$ cat config.mk
export PLATFORM = sky130hd
export DESIGN_NAME = collision_monitor
export DESIGN_NICKNAME = d
export VERILOG_FILES = /design/src/rtl/trex_pkg.sv /design/src/rtl/frame_overlap_counter.sv /design/src/rtl/collision_monitor.sv
export SDC_FILE = /design/constraint.sdc
export NUM_CORES = 1
export LEC_CHECK = 0
export ABC_CLOCK_PERIOD_IN_PS = 4700
export BUFFER_PORTS_ARGS = -buffer_cell sky130_fd_sc_hd__buf_2
export CORE_MARGIN = 2
export CORE_UTILIZATION = 36
export DETAILED_ROUTE_END_ITERATION = 8
export SLEW_MARGIN = 30
export SYNTH_ARGS = -nofsm -noshare
export SYNTH_HDL_FRONTEND = slang
export SYNTH_SLANG_ARGS = --single-unit
$ cat constraint.sdc
create_clock -name clk -period 4.7 [get_ports clk]
set_input_delay 0.94 -clock clk [delete_from_list [all_inputs] [get_ports clk]]
set_output_delay 0.94 -clock clk [all_outputs]
set_load 0.01 [all_outputs]
$ cat src/rtl/trex_pkg.sv
// -----------------------------------------------------------------------------
// trex_pkg
// Shared encodings for the T-Rex game blocks.
//   - COORD_W             : width of the VGA pixel coordinates
//   - game_state_e        : game FSM state as seen on the game_state bus
//   - cm_state_e          : collision monitor FSM state
// -----------------------------------------------------------------------------
package trex_pkg;

    localparam int COORD_W = 10;

    typedef enum logic [1:0] {
        GS_INIT = 2'b00,
        GS_PLAY = 2'b01,
        GS_DEAD = 2'b10
    } game_state_e;

    typedef enum logic [1:0] {
        CM_IDLE  = 2'b00,
        CM_ARMED = 2'b01,
        CM_FIRED = 2'b10
    } cm_state_e;

endpackage

$ cat src/rtl/frame_overlap_counter.sv
// -----------------------------------------------------------------------------
// frame_overlap_counter
// Per-frame saturating overlap counter with first-hit position capture.
// Optional feature macro: COLLIDE_HITPOS_EN (builds the pending position regs;
// when undefined pend_x/pend_y are constant 0 and no registers exist).
// Ports:
//   clk, rst          : pixel clock, asynchronous active-low reset
//   clear             : drop the running count (monitor not counting)
//   restart           : frame boundary; count restarts with this pixel
//   count_en          : count overlaps on this cycle
//   overlap           : current pixel is a dino/obstacle overlap
//   vga_x, vga_y      : current pixel position
//   count             : running overlap count of the current frame
//   pend_x, pend_y    : position of the first overlap of the current frame
// -----------------------------------------------------------------------------
module frame_overlap_counter
    import trex_pkg::*;
#(
    parameter int CNT_W = 12
) (
    input  logic               clk,
    input  logic               rst,
    input  logic               clear,
    input  logic               restart,
    input  logic               count_en,
    input  logic               overlap,
    input  logic [COORD_W-1:0] vga_x,
    input  logic [COORD_W-1:0] vga_y,
    output logic [CNT_W-1:0]   count,
    output logic [COORD_W-1:0] pend_x,
    output logic [COORD_W-1:0] pend_y
);

    localparam logic [CNT_W-1:0] CNT_MAX  = {CNT_W{1'b1}};
    localparam logic [CNT_W-1:0] CNT_ZERO = {CNT_W{1'b0}};
    localparam logic [CNT_W-1:0] CNT_ONE  = {{(CNT_W-1){1'b0}}, 1'b1};

    logic [CNT_W-1:0] count_r;
    logic             first_s;

    // First overlap of a frame: the boundary pixel itself, or any overlap
    // while the count is still zero (a saturated count never returns to zero).
    always_comb begin
        first_s = 1'b0;
        if (clear) begin
            first_s = 1'b0;
        end else if (restart) begin
            first_s = overlap;
        end else if (count_en) begin
            first_s = overlap & (count_r == CNT_ZERO);
        end else begin
            first_s = 1'b0;
        end
    end

    // Running overlap count: restart at frame boundary, saturate at all-ones.
    always_ff @(posedge clk or negedge rst) begin
        if (!rst) begin
            count_r <= CNT_ZERO;
        end else if (clear) begin
            count_r <= CNT_ZERO;
        end else if (restart) begin
            count_r <= overlap ? CNT_ONE : CNT_ZERO;
        end else if (count_en && overlap && (count_r != CNT_MAX)) begin
            count_r <= count_r + CNT_ONE;
        end else begin
            count_r <= count_r;
        end
    end

    assign count = count_r;

`ifdef COLLIDE_HITPOS_EN
    logic [COORD_W-1:0] pend_x_r;
    logic [COORD_W-1:0] pend_y_r;

    // Pending hit position: latched on the first overlap of each frame.
    always_ff @(posedge clk or negedge rst) begin
        if (!rst) begin
            pend_x_r <= {COORD_W{1'b0}};
            pend_y_r <= {COORD_W{1'b0}};
        end else if (first_s) begin
            pend_x_r <= vga_x;
            pend_y_r <= vga_y;
        end else begin
            pend_x_r <= pend_x_r;
            pend_y_r <= pend_y_r;
        end
    end

    assign pend_x = pend_x_r;
    assign pend_y = pend_y_r;
`else
    logic unused_pos_s;
    assign unused_pos_s = ^{vga_x, vga_y, first_s};
    assign pend_x       = {COORD_W{1'b0}};
    assign pend_y       = {COORD_W{1'b0}};
`endif

endmodule

$ cat src/rtl/collision_monitor.sv
// -----------------------------------------------------------------------------
// collision_monitor
// Pixel-stream dino/obstacle collision detector. Counts overlapping pixels per
// frame, confirms a hit after FRAME_CONFIRM consecutive hit frames and issues a
// one-cycle registered collide pulse.
// Optional feature macro: COLLIDE_HITPOS_EN (hit_x/hit_y capture; when
// undefined hit_x/hit_y are constant 0).
// Ports:
//   clk, rst               : 25 MHz pixel clock, asynchronous active-low reset
//   pix_valid              : pixel is in the visible area
//   frame_start            : first pixel of a frame
//   vga_x, vga_y           : current pixel position
//   dino_pix, obstacle_pix : sprite coverage of the current pixel
//   game_state             : 00 INIT, 01 PLAY, 10 DEAD
//   collide                : one-cycle confirmed collision pulse
//   overlap_count          : overlap total of the last evaluated frame
//   hit_x, hit_y           : first overlap position of the confirming frame
// -----------------------------------------------------------------------------
module collision_monitor
    import trex_pkg::*;
#(
    parameter int OVERLAP_MIN   = 4,
    parameter int FRAME_CONFIRM = 2,
    parameter int CNT_W         = 12
) (
    input  logic               clk,
    input  logic               rst,
    input  logic               pix_valid,
    input  logic               frame_start,
    input  logic [COORD_W-1:0] vga_x,
    input  logic [COORD_W-1:0] vga_y,
    input  logic               dino_pix,
    input  logic               obstacle_pix,
    input  logic [1:0]         game_state,
    output logic               collide,
    output logic [CNT_W-1:0]   overlap_count,
    output logic [COORD_W-1:0] hit_x,
    output logic [COORD_W-1:0] hit_y
);

    localparam logic [3:0]       CONFIRM_C = 4'(FRAME_CONFIRM);
    localparam logic [CNT_W-1:0] MIN_C     = CNT_W'(OVERLAP_MIN);

    cm_state_e          state_r;
    logic [3:0]         hit_frames_r;
    logic               collide_r;
    logic [CNT_W-1:0]   overlap_count_r;

    logic               play_s;
    logic               overlap_s;
    logic               keep_s;
    logic               qual_s;
    logic [3:0]         hf_next_s;
    logic               confirm_s;
    logic [CNT_W-1:0]   count_s;
    logic [COORD_W-1:0] pend_x_s;
    logic [COORD_W-1:0] pend_y_s;

    assign play_s    = (game_state == GS_PLAY);
    assign overlap_s = pix_valid & dino_pix & obstacle_pix;

    // Counting runs while armed, and also on the arming frame_start pixel,
    // since that pixel already belongs to the first counted frame.
    assign keep_s = play_s & ((state_r == CM_ARMED) |
                              ((state_r == CM_IDLE) & frame_start));

    // Frame qualification and next hit-frame streak; a confirm needs an
    // evaluation while staying in PLAY (leaving PLAY wins over confirming).
    always_comb begin
        qual_s    = (count_s >= MIN_C);
        hf_next_s = 4'd0;
        if (qual_s) begin
            if (hit_frames_r >= CONFIRM_C) begin
                hf_next_s = CONFIRM_C;
            end else begin
                hf_next_s = hit_frames_r + 4'd1;
            end
        end else begin
            hf_next_s = 4'd0;
        end
        confirm_s = (state_r == CM_ARMED) & play_s & frame_start &
                    (hf_next_s == CONFIRM_C);
    end

    frame_overlap_counter #(
        .CNT_W (CNT_W)
    ) u_counter (
        .clk      (clk),
        .rst      (rst),
        .clear    (~keep_s),
        .restart  (keep_s & frame_start),
        .count_en (keep_s),
        .overlap  (overlap_s),
        .vga_x    (vga_x),
        .vga_y    (vga_y),
        .count    (count_s),
        .pend_x   (pend_x_s),
        .pend_y   (pend_y_s)
    );

    // Monitor FSM with registered collide pulse and frame evaluation.
    always_ff @(posedge clk or negedge rst) begin
        if (!rst) begin
            state_r         <= CM_IDLE;
            hit_frames_r    <= 4'd0;
            collide_r       <= 1'b0;
            overlap_count_r <= {CNT_W{1'b0}};
        end else begin
            collide_r <= 1'b0;
            case (state_r)
                CM_IDLE: begin
                    hit_frames_r <= 4'd0;
                    if (play_s && frame_start) begin
                        state_r <= CM_ARMED;
                    end else begin
                        state_r <= CM_IDLE;
                    end
                end
                CM_ARMED: begin
                    if (!play_s) begin
                        state_r      <= CM_IDLE;
                        hit_frames_r <= 4'd0;
                    end else if (frame_start) begin
                        overlap_count_r <= count_s;
                        hit_frames_r    <= hf_next_s;
                        if (confirm_s) begin
                            state_r   <= CM_FIRED;
                            collide_r <= 1'b1;
                        end else begin
                            state_r <= CM_ARMED;
                        end
                    end else begin
                        state_r <= CM_ARMED;
                    end
                end
                CM_FIRED: begin
                    if (!play_s) begin
                        state_r      <= CM_IDLE;
                        hit_frames_r <= 4'd0;
                    end else begin
                        state_r <= CM_FIRED;
                    end
                end
                default: begin
                    state_r      <= CM_IDLE;
                    hit_frames_r <= 4'd0;
                end
            endcase
        end
    end

    assign collide       = collide_r;
    assign overlap_count = overlap_count_r;

`ifdef COLLIDE_HITPOS_EN
    logic [COORD_W-1:0] hit_x_r;
    logic [COORD_W-1:0] hit_y_r;

    // Reported hit position: taken from the pending capture on confirmation.
    always_ff @(posedge clk or negedge rst) begin
        if (!rst) begin
            hit_x_r <= {COORD_W{1'b0}};
            hit_y_r <= {COORD_W{1'b0}};
        end else if (confirm_s) begin
            hit_x_r <= pend_x_s;
            hit_y_r <= pend_y_s;
        end else begin
            hit_x_r <= hit_x_r;
            hit_y_r <= hit_y_r;
        end
    end

    assign hit_x = hit_x_r;
    assign hit_y = hit_y_r;
`else
    logic unused_pend_s;
    assign unused_pend_s = ^{pend_x_s, pend_y_s};
    assign hit_x         = {COORD_W{1'b0}};
    assign hit_y         = {COORD_W{1'b0}};
`endif

endmodule
---- Yosys cells after proc, flatten, opt, wreduce, memory -nomap -nowiden ----
Index checks and enable logic that the tools add are counted.
cells by class
  $add $sub $neg .......................... 2
  order comparisons ....................... 2
  eq/ne operators ......................... 8
  mux-type cells .......................... 20
  bitwise gates (word level) .............. 9
  reduce and logical (&&, ||, !) cells .... 6
operators by type and width
  cell                     number
  $mux W12                 3
  $mux W4                  5
  $add A12 B1 Y12 const B  1
  $ge A12 B3 Y1 const B    1
  $ne A12 B12 Y1 const B   1
  $and A1 B1 Y1            8
  $mux W2                  4
  $pmux W4 S2              1
  $mux W1                  6
  $pmux W2 S3              1
  $add A4 B1 Y4 const B    1
  $eq A2 B1 Y1 const B     2
  $eq A4 B2 Y1 const B     1
  $ge A4 B2 Y1 const B     1
  $logic_and A1 B1 Y1      3
  $ne A3 B1 Y1 const B     1
  $ne A3 B3 Y1 const B     1
  $reduce_and A3 Y1        1
  $eq A2 B2 Y1 const B     1
  $logic_not A2 Y1         1
  $ne A2 B2 Y1 const B     1
  $reduce_and A2 Y1        1
  $or A1 B1 Y1             1
word-level totals
  bits in registers ....................... 31
  bits of input ports ..................... 28
  output and inout bits ................... 33
  logic and storage cells ................. 52

---- Longest topological paths before layout ----
Gate-level depths: netlist of the first run.
  word-level depth ........................ 9
  mapped depth ............................ 6
  mapped depth without buffers ............ 6

---- Modules after synthesis ----
Synthesis of the first run repeated with hierarchy kept, for this count alone.
unflattened totals
  cells, all modules ...................... 179
  area total of the unflattened synthesis .. 1859.3 um2
by module, submodules not included
  module                 instances  cells each  area an instance (um2)  sequential area each (um2)
  collision_monitor      1          85          1001.0                  475.5
  frame_overlap_counter  1          94          858.3                   300.3

---- Worst setup path after synthesis of the first run ----
No wires, ideal clock.
  path kind ............................... input to register
  start point ............................. input port game_state[1]
  end point ............................... register u_counter.count_r[11] (netlist: u_counter.count[11])
  library setup time ...................... 0.066 ns
  data arrival time ....................... 2.231 ns
  data required time ...................... 4.634 ns
  slack ................................... 2.403 ns
  cell stages on the path ................. 5
  path buffers ............................ 1
  path through ............................ or3b_4 -> or2_1 -> buf_6 -> or4_1 -> nand2_1
between the ends
  longest elaborated chain between the ends .. 5
  elaborated cells on any way between the ends .. 8
  classes of those cells .................. 2 x eq/ne; 2 x mux; 2 x bitwise; 2 x reduce/logical
ends and longest elaborated chain
  element                                                      line                                                      RTL
  from (decl)                                                  collision_monitor.sv:34                                   input logic [1:0] game_state,
  $eq A2 B1 Y1 (*)                                             collision_monitor.sv:59                                   assign play_s = (game_state == GS_PLAY);
  $and A1 B1 Y1 (*)                                            collision_monitor.sv:64                                   assign keep_s = play_s & ((state_r == CM_ARMED) |
  $and A1 B1 Y1 / $logic_and A1 B1 Y1 (equally long branches)  collision_monitor.sv:91, frame_overlap_counter.sv:64
  $mux W12 / $logic_and A1 B1 Y1 (equally long branches)       frame_overlap_counter.sv:62, frame_overlap_counter.sv:64
  $mux W12 / $ne A3 B1 Y1 (equally long branches)              n/a
  to (signal assigned)                                         frame_overlap_counter.sv:63                               count_r <= overlap ? CNT_ONE : CNT_ZERO;
  to (signal assigned)                                         frame_overlap_counter.sv:65                               count_r <= count_r + CNT_ONE;
  to (signal assigned)                                         frame_overlap_counter.sv:67                               count_r <= count_r;
  to (decl)                                                    frame_overlap_counter.sv:38                               logic [CNT_W-1:0] count_r;
Every way passes the cells marked *; elsewhere a longest branch is shown, timed or not.
A chain may end at the register's enable or synchronous reset.

---- Final worst setup path of the first run ----
Ends and elaborated chain as after synthesis.

==> impl_metrics.tcl, run 1 <==
set metrics [dict create \
    wl_per_cell_um 13.5 \
    synthTopCellsByArea "dfrtp_1 (46%), buf_4 (8.9%), mux2_2 (6.0%)" \
    hp-class "reg -> reg" \
    drc 0 \
    synth_top_area_share_pct 45.9 \
    yosys_warnings 0 \
    nets 222 \
    grtUsageMet2_pct 21.2 \
    setup_viol 0 \
    grt_max_degree 32 \
    clk_pin_slew_ns 0.06 \
    final_layout_size_suffix_gt1_share_pct 20.5 \
    r2r_slack_ns 2.81 \
    fin_skew_ns 0.00337 \
    clk_latency_ns 0.28 \
    netSwitchingFraction_pct 23.2 \
    root_buffer "clkbuf_8" \
    vias 1272 \
    maxCapViolations 0 \
    setup_tns_ns 0 \
    syn_area_mm2 0.00169 \
    dp_hpwl_um 2330 \
    numCtsBuffers 5 \
    holdWs_ns 0.476 \
    avgViaCountPerCell 5.26 \
    grt_pass1_wl_um 5610 \
    outcome "finished, final reports clean" \
    pwr-share-seq_pct 53.3 \
    die_w_um 72.6 \
    cts_hold_buffers 0 \
    grt_pass1_vias 1171 \
    p_switching_mw 0.117 \
    drtPass1Iterations 4 \
    max_slew_margin_pct 53.8 \
    top_usage_layer "met2" \
    power_frac_comb_pct 4.6 \
    cp.required_ns 4.93 \
    gr-total-overflow 0 \
    use_met3_pct 4.58 \
    ys_ff_latch 31 \
    synth_top_cell_by_area "dfrtp_1" \
    ir_drop_v 0.000123 \
    coreArea_mm2 0.00444 \
    row_count 24 \
    grtUsageTotal_pct 14.0 \
    drt_wl_total_um 3260 \
    met1_usage_pct 18.0 \
    final-hold-violation-count 0 \
    clock_path_buffers 2 \
    cts_setup_buffers 0 \
    max_freq_mhz 449 \
    ant_nets 0 \
    io_pins 61 \
    critPathCaptureType "flop" \
    period_needed_ns 2.23 \
    drtIter0Drc 37 \
    tightest_slew_ns 0.687 \
    n_antenna_cell 0 \
    power_leakage_nw 0.877 \
    synth.distinct_cells 39 \
    worstPathArrival_ns 2.45 \
    ctsResizeCount 0 \
    h-tree-depth 2 \
    cts_tree "yes" \
    die_area_mm2 0.00526 \
    gp_congestion 0.801 \
    slew_violations 0 \
    syn-mean-instance-area_um2 10.0 \
    die_h_um 72.6 \
    initial_core_util_pct 38.1 \
    cts.sinks 31 \
    fin_crit_sh_pct 47.4 \
    netlist_instances 169 \
    total_power_mw 0.504 \
    power.density_mw_per_mm2 273 \
    clockPowerShare_pct 42.1 \
    path_max_fanout 10 \
    start_kind "input pin" \
    critPathKind "in -> reg" \
    port_buffers 20 \
    yosysSeqAreaShare_pct 45.9 \
    areaGrowthSynthToFinish_pct 9.17 \
    antenna_found_initial 0 \
    p_int_mw 0.387 \
    fillers 463 \
    rsz0062_at_grt "no" \
]
==> Yosys cell counts <==
| cell type | count |
|---|---|
| o311ai_0 | 1 |
| clkbuf_1 | 3 |
| buf_6 | 1 |
| a21oi_1 | 8 |
| nand2_1 | 13 |
| or2b_1 | 2 |
| o31ai_1 | 1 |
| a22o_1 | 2 |
| a32o_1 | 1 |
| or3b_4 | 1 |
| nand2b_1 | 1 |
| nand3_1 | 7 |
| mux2_2 | 9 |
| o21ai_0 | 8 |
| a41oi_1 | 1 |
| conb_1 | 1 |
| and4bb_2 | 1 |
| or3_1 | 5 |
| nor2_1 | 8 |
| nor4_1 | 4 |
| inv_1 | 4 |
| a31oi_1 | 2 |
| o31a_1 | 1 |
| nand4_1 | 4 |
| o21a_1 | 2 |
| dfrtp_1 | 31 |
| or4_1 | 7 |
| and3_1 | 3 |
| o211ai_1 | 3 |
| buf_4 | 20 |
| ha_1 | 4 |
| nor4_2 | 1 |
| and2_1 | 1 |
| o41ai_1 | 1 |
| o21bai_1 | 1 |
| a311oi_1 | 1 |
| buf_2 | 1 |
| or2_1 | 1 |
| nor3_1 | 3 |
==> metrics by stage <==
step / instances / cell area [um^2] / setup slack, ns / utilization (%)
floorplan: 188 / 1760 / 2.40 / -
global placement: 235 / 1750 / 2.18 / 39.4
detailed placement: 235 / 1760 / 2.19 / 39.6
CTS: 242 / 1850 / 2.49 / 41.6
global route: 242 / 1850 / 2.32 / 41.6
finish: 242 / 1850 / 2.47 / 41.6
==> flip-flops by register name, summed over array words and instances (netlist names) <==
signal and cells:
collide 1, hit_frames_r 4, overlap_count 12, state_r 2, u_counter.count 12
==> final timing paths <==
kind                              startpoint             endpoint  depth (start not counted)
max                            game_state[1]  u_counter.count[11]                          5
max in group asynchronous                rst     overlap_count[4]                          1
min in group asynchronous                rst      hit_frames_r[1]                          1
max reg2reg                       state_r[1]  u_counter.count[11]                          4
min                        overlap_count[11]    overlap_count[11]                          2
min reg2reg                overlap_count[11]    overlap_count[11]                          2
==> routing by layer <==
layer / part of all wire (%) / wire (um)
met5: 0 / 0
met4: 1.8 / 59
met3: 4.8 / 157
met2: 46 / 1490
met1: 48 / 1560
==> area by class of cell <==
| cell class | instances | area, um^2 | area share (%) |
|---|---|---|---|
| Clock buffer | 6 | 82.6 | 4.47 |
| Clock inverter | 1 | 5.00 | 0.271 |
| Inverter | 4 | 15.0 | 0.813 |
| Multi-Input combinational cell | 128 | 803 | 43.5 |
| Sequential cell | 31 | 776 | 42.0 |
| Tap cell | 52 | 65.1 | 3.52 |
| Timing Repair Buffer | 20 | 100 | 5.42 |
==> kinds of logic after synthesis <==
| kind of cell | count (synthesis) | synth area share, % |
|---|---|---|
| other | 1 | 0.222 |
| multiplexers | 9 | 5.99 |
| adder cells (fa/ha/maj) | 4 | 2.96 |
| AO/OA/AOI/OAI | 33 | 12.8 |
| AND/OR/NAND/NOR | 62 | 20.8 |
| flip-flops | 31 | 45.9 |
| buffers and inverters | 29 | 11.4 |
==> critical path: stages <==
cell and delay, ns:
buf_2 0.11, or3b_4 0.38, or2_1 0.39, or4_1 0.55
nand2_1 0.08
==> placed cells by master, fill, tap and decap left out, drive strengths merged, types with 2 or more instances in the layout <==
cell    instances
nor3            3
or3             5
nor4            5
mux2            9
nand3           7
inv             4
o21a            2
buf            20
or2b            2
ha              4
conb           20
clkbuf          6
dfrtp          31
nand4           4
o21ai           8
and3            3
a22o            2
a21oi           8
nor2            8
a31oi           2
o211ai          3
nand2          13
or4             7
==> power by group through the flow <==
| stage | combinational, mW | clock [mW] | sequential [mW] |
|---|---|---|---|
| after floorplan | 0.0253 | 0 | 0.273 |
| after global placement | 0.0234 | 0 | 0.273 |
| after detailed placement | 0.0236 | 0 | 0.273 |
| after CTS | 0.0236 | 0.217 | 0.268 |
| after global routing | 0.0268 | 0.229 | 0.268 |
| final | 0.0234 | 0.212 | 0.268 |
Power figures use the tool's default switching activity.
==> run 2, diff against run 1 <==
--- a/config.mk
+++ b/config.mk
@@ -5,7 +5,7 @@
 export SDC_FILE = /design/constraint.sdc
 export NUM_CORES = 1
 export LEC_CHECK = 0
-export ABC_CLOCK_PERIOD_IN_PS = 4700
+export ABC_CLOCK_PERIOD_IN_PS = 2280
 export BUFFER_PORTS_ARGS = -buffer_cell sky130_fd_sc_hd__buf_2
 export CORE_MARGIN = 2
 export CORE_UTILIZATION = 36
==> constraint.sdc (replaced) <==
create_clock -name clk -period 2.28 [get_ports clk]
set_input_delay 0.456 -clock clk [delete_from_list [all_inputs] [get_ports clk]]
set_output_delay 0.456 -clock clk [all_outputs]
set_load 0.01 [all_outputs]
==> impl_metrics.tcl, run 2 (synthesis gave the netlist of run 1 again) <==
set metrics [dict create \
    path_max_fanout 7 \
    cts_tree "yes" \
    setup_tns_ns 0 \
    critPathKind "reg -> reg" \
    grt_pass1_vias 1137 \
    mostFrequentLayoutCell "dfrtp_1" \
    drt_wl_total_um 3250 \
    cp.required_ns 2.50 \
    tightest_slew_ns 0.682 \
    die_w_um 72.6 \
    critPathCaptureType "flop" \
    p_int_mw 0.799 \
    ant_nets 0 \
    p_switching_mw 0.237 \
    initial_core_util_pct 38.1 \
    slew_violations 0 \
    areaGrowthSynthToFinish_pct 10.4 \
    drc 0 \
    vias 1273 \
    max_freq_mhz 545 \
    power.density_mw_per_mm2 555 \
    period_needed_ns 1.83 \
    grtUsageTotal_pct 13.3 \
    final_layout_size_suffix_gt1_share_pct 22.2 \
    grt_max_degree 32 \
    fillers 446 \
    r2r_slack_ns 0.45 \
    drtIter0Drc 62 \
    cts_hold_buffers 0 \
    clk_latency_ns 0.28 \
    power_frac_comb_pct 4.8 \
    final_cell_mix "dfrtp_1 (31), conb_1 (20), buf_2 (20), nand2_1 (13), mux2_2 (9)" \
    numCtsBuffers 5 \
    outcome "finished, final reports clean" \
    cts_setup_buffers 0 \
    dp_hpwl_um 2380 \
    gr-total-overflow 0 \
    worstPathArrival_ns 2.06 \
    port_buffers 20 \
    h-tree-depth 2 \
    maxCapViolations 0 \
    die_area_mm2 0.00526 \
    fin_crit_sh_pct 80.5 \
    io_pins 61 \
    fin_skew_ns 0.00778 \
    pwr-share-seq_pct 53.4 \
    clk_pin_slew_ns 0.07 \
    final-hold-violation-count 0 \
    antenna_found_initial 0 \
    ir_drop_v 0.000250 \
    coreArea_mm2 0.00444 \
    max_slew_margin_pct 54.6 \
    start_kind "flop" \
    setup_viol 0 \
    hp-class "in -> async" \
    avgViaCountPerCell 5.17 \
    holdWs_ns 0.217 \
    die_h_um 72.6 \
    cts.sinks 31 \
    n_antenna_cell 0 \
    netSwitchingFraction_pct 22.9 \
    clock_path_buffers 2 \
    grt_pass1_wl_um 5420 \
    gp_congestion 0.770 \
    wl_per_cell_um 13.2 \
    ctsResizeCount 0 \
    drtPass1Iterations 4 \
    root_buffer "clkbuf_8" \
    nets 226 \
    rsz0062_at_grt "no" \
    clockPowerShare_pct 41.8 \
    row_count 24 \
    power_leakage_nw 0.879 \
]
## run 2: worst max-delay path, stage by stage, from the launching register on
cell	delay (ns)
dfrtp_1	0.40
or3b_4	0.42
or2_1	0.35
or4_1	0.53
nand2_1	0.08
## run 2: layer usage
metal	global-route usage (%)	wire length (um)	up-vias
met5	0	0	-
met4	5.35	60	0
met3	3.75	156	7
met2	19.7	1460	42
met1	18.3	1570	592
li1	-	-	632
## run 2: worst paths after layout
kind                       cells past startpoint                   to             start
max                                            4  u_counter.count[11]        state_r[1]
min                                            1   u_counter.count[8]               rst
max reg2reg                                    4  u_counter.count[11]        state_r[1]
min reg2reg                                    2     overlap_count[0]  overlap_count[0]
max in group asynchronous                      1           state_r[0]               rst
min in group clk                               2     overlap_count[0]  overlap_count[0]
## run 2: power by group through the flow
stage               clock [mW]  sequential [mW]  combinational [mW]
floorplan                    0            0.563              0.0521
global placement             0            0.563              0.0496
detailed placement           0            0.563              0.0502
CTS                      0.455            0.553              0.0503
global route             0.470            0.553              0.0565
finish                   0.433            0.553              0.0498
## run 2: layout make-up
cell class                 count  area, um^2  area share [%]
multi-input combinational    128         795            42.5
clock inverter                 1        5.00           0.268
timing repair buffer          24         130            6.97
inverter                       4        15.0           0.804
sequential                    31         776            41.5
clock buffer                   6        82.6            4.42
tap                           52        65.1            3.48
## run 2: stage by stage
step | area [um^2] | setup slack, ns | utilization (%) | std cells | total power [mW]
floorplan | 1760 | 0.467 | - | 188 | 0.615
global placement | 1780 | 0.304 | 40.1 | 239 | 0.613
detailed placement | 1780 | 0.306 | 40.1 | 239 | 0.613
CTS | 1870 | 0.446 | 42.0 | 246 | 1.06
global route | 1870 | 0.321 | 42.0 | 246 | 1.08
finish | 1870 | 0.446 | 42.0 | 246 | 1.04
==> run 3, diff against run 2 <==
--- a/config.mk
+++ b/config.mk
@@ -5,7 +5,7 @@
 export SDC_FILE = /design/constraint.sdc
 export NUM_CORES = 1
 export LEC_CHECK = 0
-export ABC_CLOCK_PERIOD_IN_PS = 2280
+export ABC_CLOCK_PERIOD_IN_PS = 1900
 export BUFFER_PORTS_ARGS = -buffer_cell sky130_fd_sc_hd__buf_2
 export CORE_MARGIN = 2
 export CORE_UTILIZATION = 36
==> constraint.sdc (replaced) <==
create_clock -name clk -period 1.9 [get_ports clk]
set_input_delay 0.38 -clock clk [delete_from_list [all_inputs] [get_ports clk]]
set_output_delay 0.38 -clock clk [all_outputs]
set_load 0.01 [all_outputs]
==> impl_metrics.tcl, run 3 (synthesis gave the netlist of run 1 again) <==
set metrics [dict create \
    p_int_mw 0.962 \
    drc 0 \
    p_switching_mw 0.291 \
    period_needed_ns 1.75 \
    cp.required_ns 2.12 \
    slew_violations 0 \
    final_layout_size_suffix_gt1_share_pct 28.8 \
    initial_core_util_pct 38.1 \
    io_pins 61 \
    die_w_um 72.6 \
    clk_pin_slew_ns 0.07 \
    grt_pass1_vias 1239 \
    drtIter0Drc 59 \
    setup_tns_ns 0 \
    drt_wl_total_um 3460 \
    netSwitchingFraction_pct 23.2 \
    start_kind "flop" \
    outcome "finished, final reports clean" \
    clock_path_buffers 2 \
    ff_latch_area_um2 776 \
    max_freq_mhz 570 \
    final_cell_mix "dfrtp_1 (31), buf_4 (22), conb_1 (20), buf_2 (20), nand2_1 (13)" \
    cts_tree "yes" \
    holdWs_ns 0.134 \
    worstRegToRegCells 4 \
    pwr-share-seq_pct 52.9 \
    n_antenna_cell 0 \
    clk_latency_ns 0.28 \
    nets 244 \
    root_buffer "clkbuf_8" \
    r2r_start "state_r[1]" \
    grtUsageTotal_pct 14.9 \
    multiInputGateArea_um2 795 \
    areaGrowthSynthToFinish_pct 18.4 \
    dp_cells 255 \
    tightest_slew_ns 0.687 \
    fin_crit_sh_pct 92.3 \
    fin_skew_ns 0.00498 \
    hp-class "in -> async" \
    maxCapViolations 0 \
    coreArea_mm2 0.00444 \
    fillers 465 \
    path_max_fanout 4 \
    max_slew_margin_pct 54.2 \
    placed_cell_area_mm2 0.00190 \
    r2r_slack_ns 0.15 \
    rr_endpoint "u_counter.count[11]" \
    worstPathArrival_ns 1.97 \
    h-tree-depth 2 \
    power.density_mw_per_mm2 626 \
    critPathCaptureType "flop" \
    row_count 24 \
    rsz0062_at_grt "no" \
    power_leakage_nw 0.972 \
    gr-total-overflow 0 \
    vias 1322 \
    antenna_found_initial 0 \
    avgViaCountPerCell 5.01 \
    ir_drop_v 0.000288 \
    cts.sinks 31 \
    mostFrequentLayoutCell "dfrtp_1" \
    dp_hpwl_um 2550 \
    setup_viol 0 \
    power_frac_comb_pct 5.1 \
    critPathKind "reg -> reg" \
    numCtsBuffers 5 \
    port_buffers 20 \
    die_area_mm2 0.00526 \
    ant_nets 0 \
    total_power_mw 1.25 \
    fin_cells 264 \
    final-hold-violation-count 0 \
    die_h_um 72.6 \
    gp_congestion 0.832 \
    wl_per_cell_um 13.1 \
    clockPowerShare_pct 42.0 \
    grt_pass1_wl_um 5910 \
    drtPass1Iterations 4 \
    final_area_mm2 0.00200 \
    cts_hold_buffers 0 \
    grt_max_degree 32 \
]
## run 3: changes by cell type in the layout (fill, tap and decap cells not counted)
cell,delta
buf_4,+18
## run 3: power groups by stage
stage / logic, mW / registers [mW] / clock network [mW]
5_1_grt: 0.0725 / 0.663 / 0.564
6_report: 0.0638 / 0.664 / 0.526
4_1_cts: 0.0643 / 0.663 / 0.547
3_3_place_gp: 0.0638 / 0.676 / 0
2_1_floorplan: 0.0625 / 0.676 / 0
3_5_place_dp: 0.0640 / 0.676 / 0
## run 3: what timing repair did
item	in CTS	in global routing
endpoints found under the setup margin	0	1
resized for setup	0	0
setup buffers	0	2
## run 3: cell type report
cell class / count / share of cell area (%)
multi-input combinational: 128 / 39.7
sequential: 31 / 38.7
timing repair buffer: 42 / 13.2
clock buffer: 6 / 4.12
tap: 52 / 3.25
inverter: 4 / 0.750
clock inverter: 1 / 0.250
## run 3: worst max path at each step
stage / endpoint / depth (start not counted) / slack [ns] / from
global placement: u_counter.count[9] / 5 / 0.1 / game_state[1]
detailed placement: u_counter.count[11] / 5 / 0.1 / game_state[1]
floorplan: u_counter.count[11] / 5 / 0.14 / state_r[1]
CTS: state_r[0] / 6 / 0.13 / hit_frames_r[0]
global route: state_r[0] / 5 / 0.05 / hit_frames_r[1]
finish: u_counter.count[11] / 4 / 0.15 / state_r[1]
## run 3: worst max-delay path, stage by stage (launching register included)
cell and delay, ns:
dfrtp_1 0.40, or3b_4 0.40, or2_1 0.29, or4_1 0.51, nand2_1 0.08
## run 3: stage by stage
step	util, %	worst slack, ns
6_report	45.1	0.147
3_3_place_gp	42.8	0.0974
2_1_floorplan	-	0.139
4_1_cts	44.7	0.133
3_5_place_dp	42.8	0.0953
5_1_grt	45.1	0.0452
## run 3: layer usage
layer | track usage, % | part of all wire (%)
met4 | 7.61 | 1.8
met2 | 23.2 | 47
met1 | 18.7 | 46
met5 | 0 | 0
met3 | 4.17 | 5.1
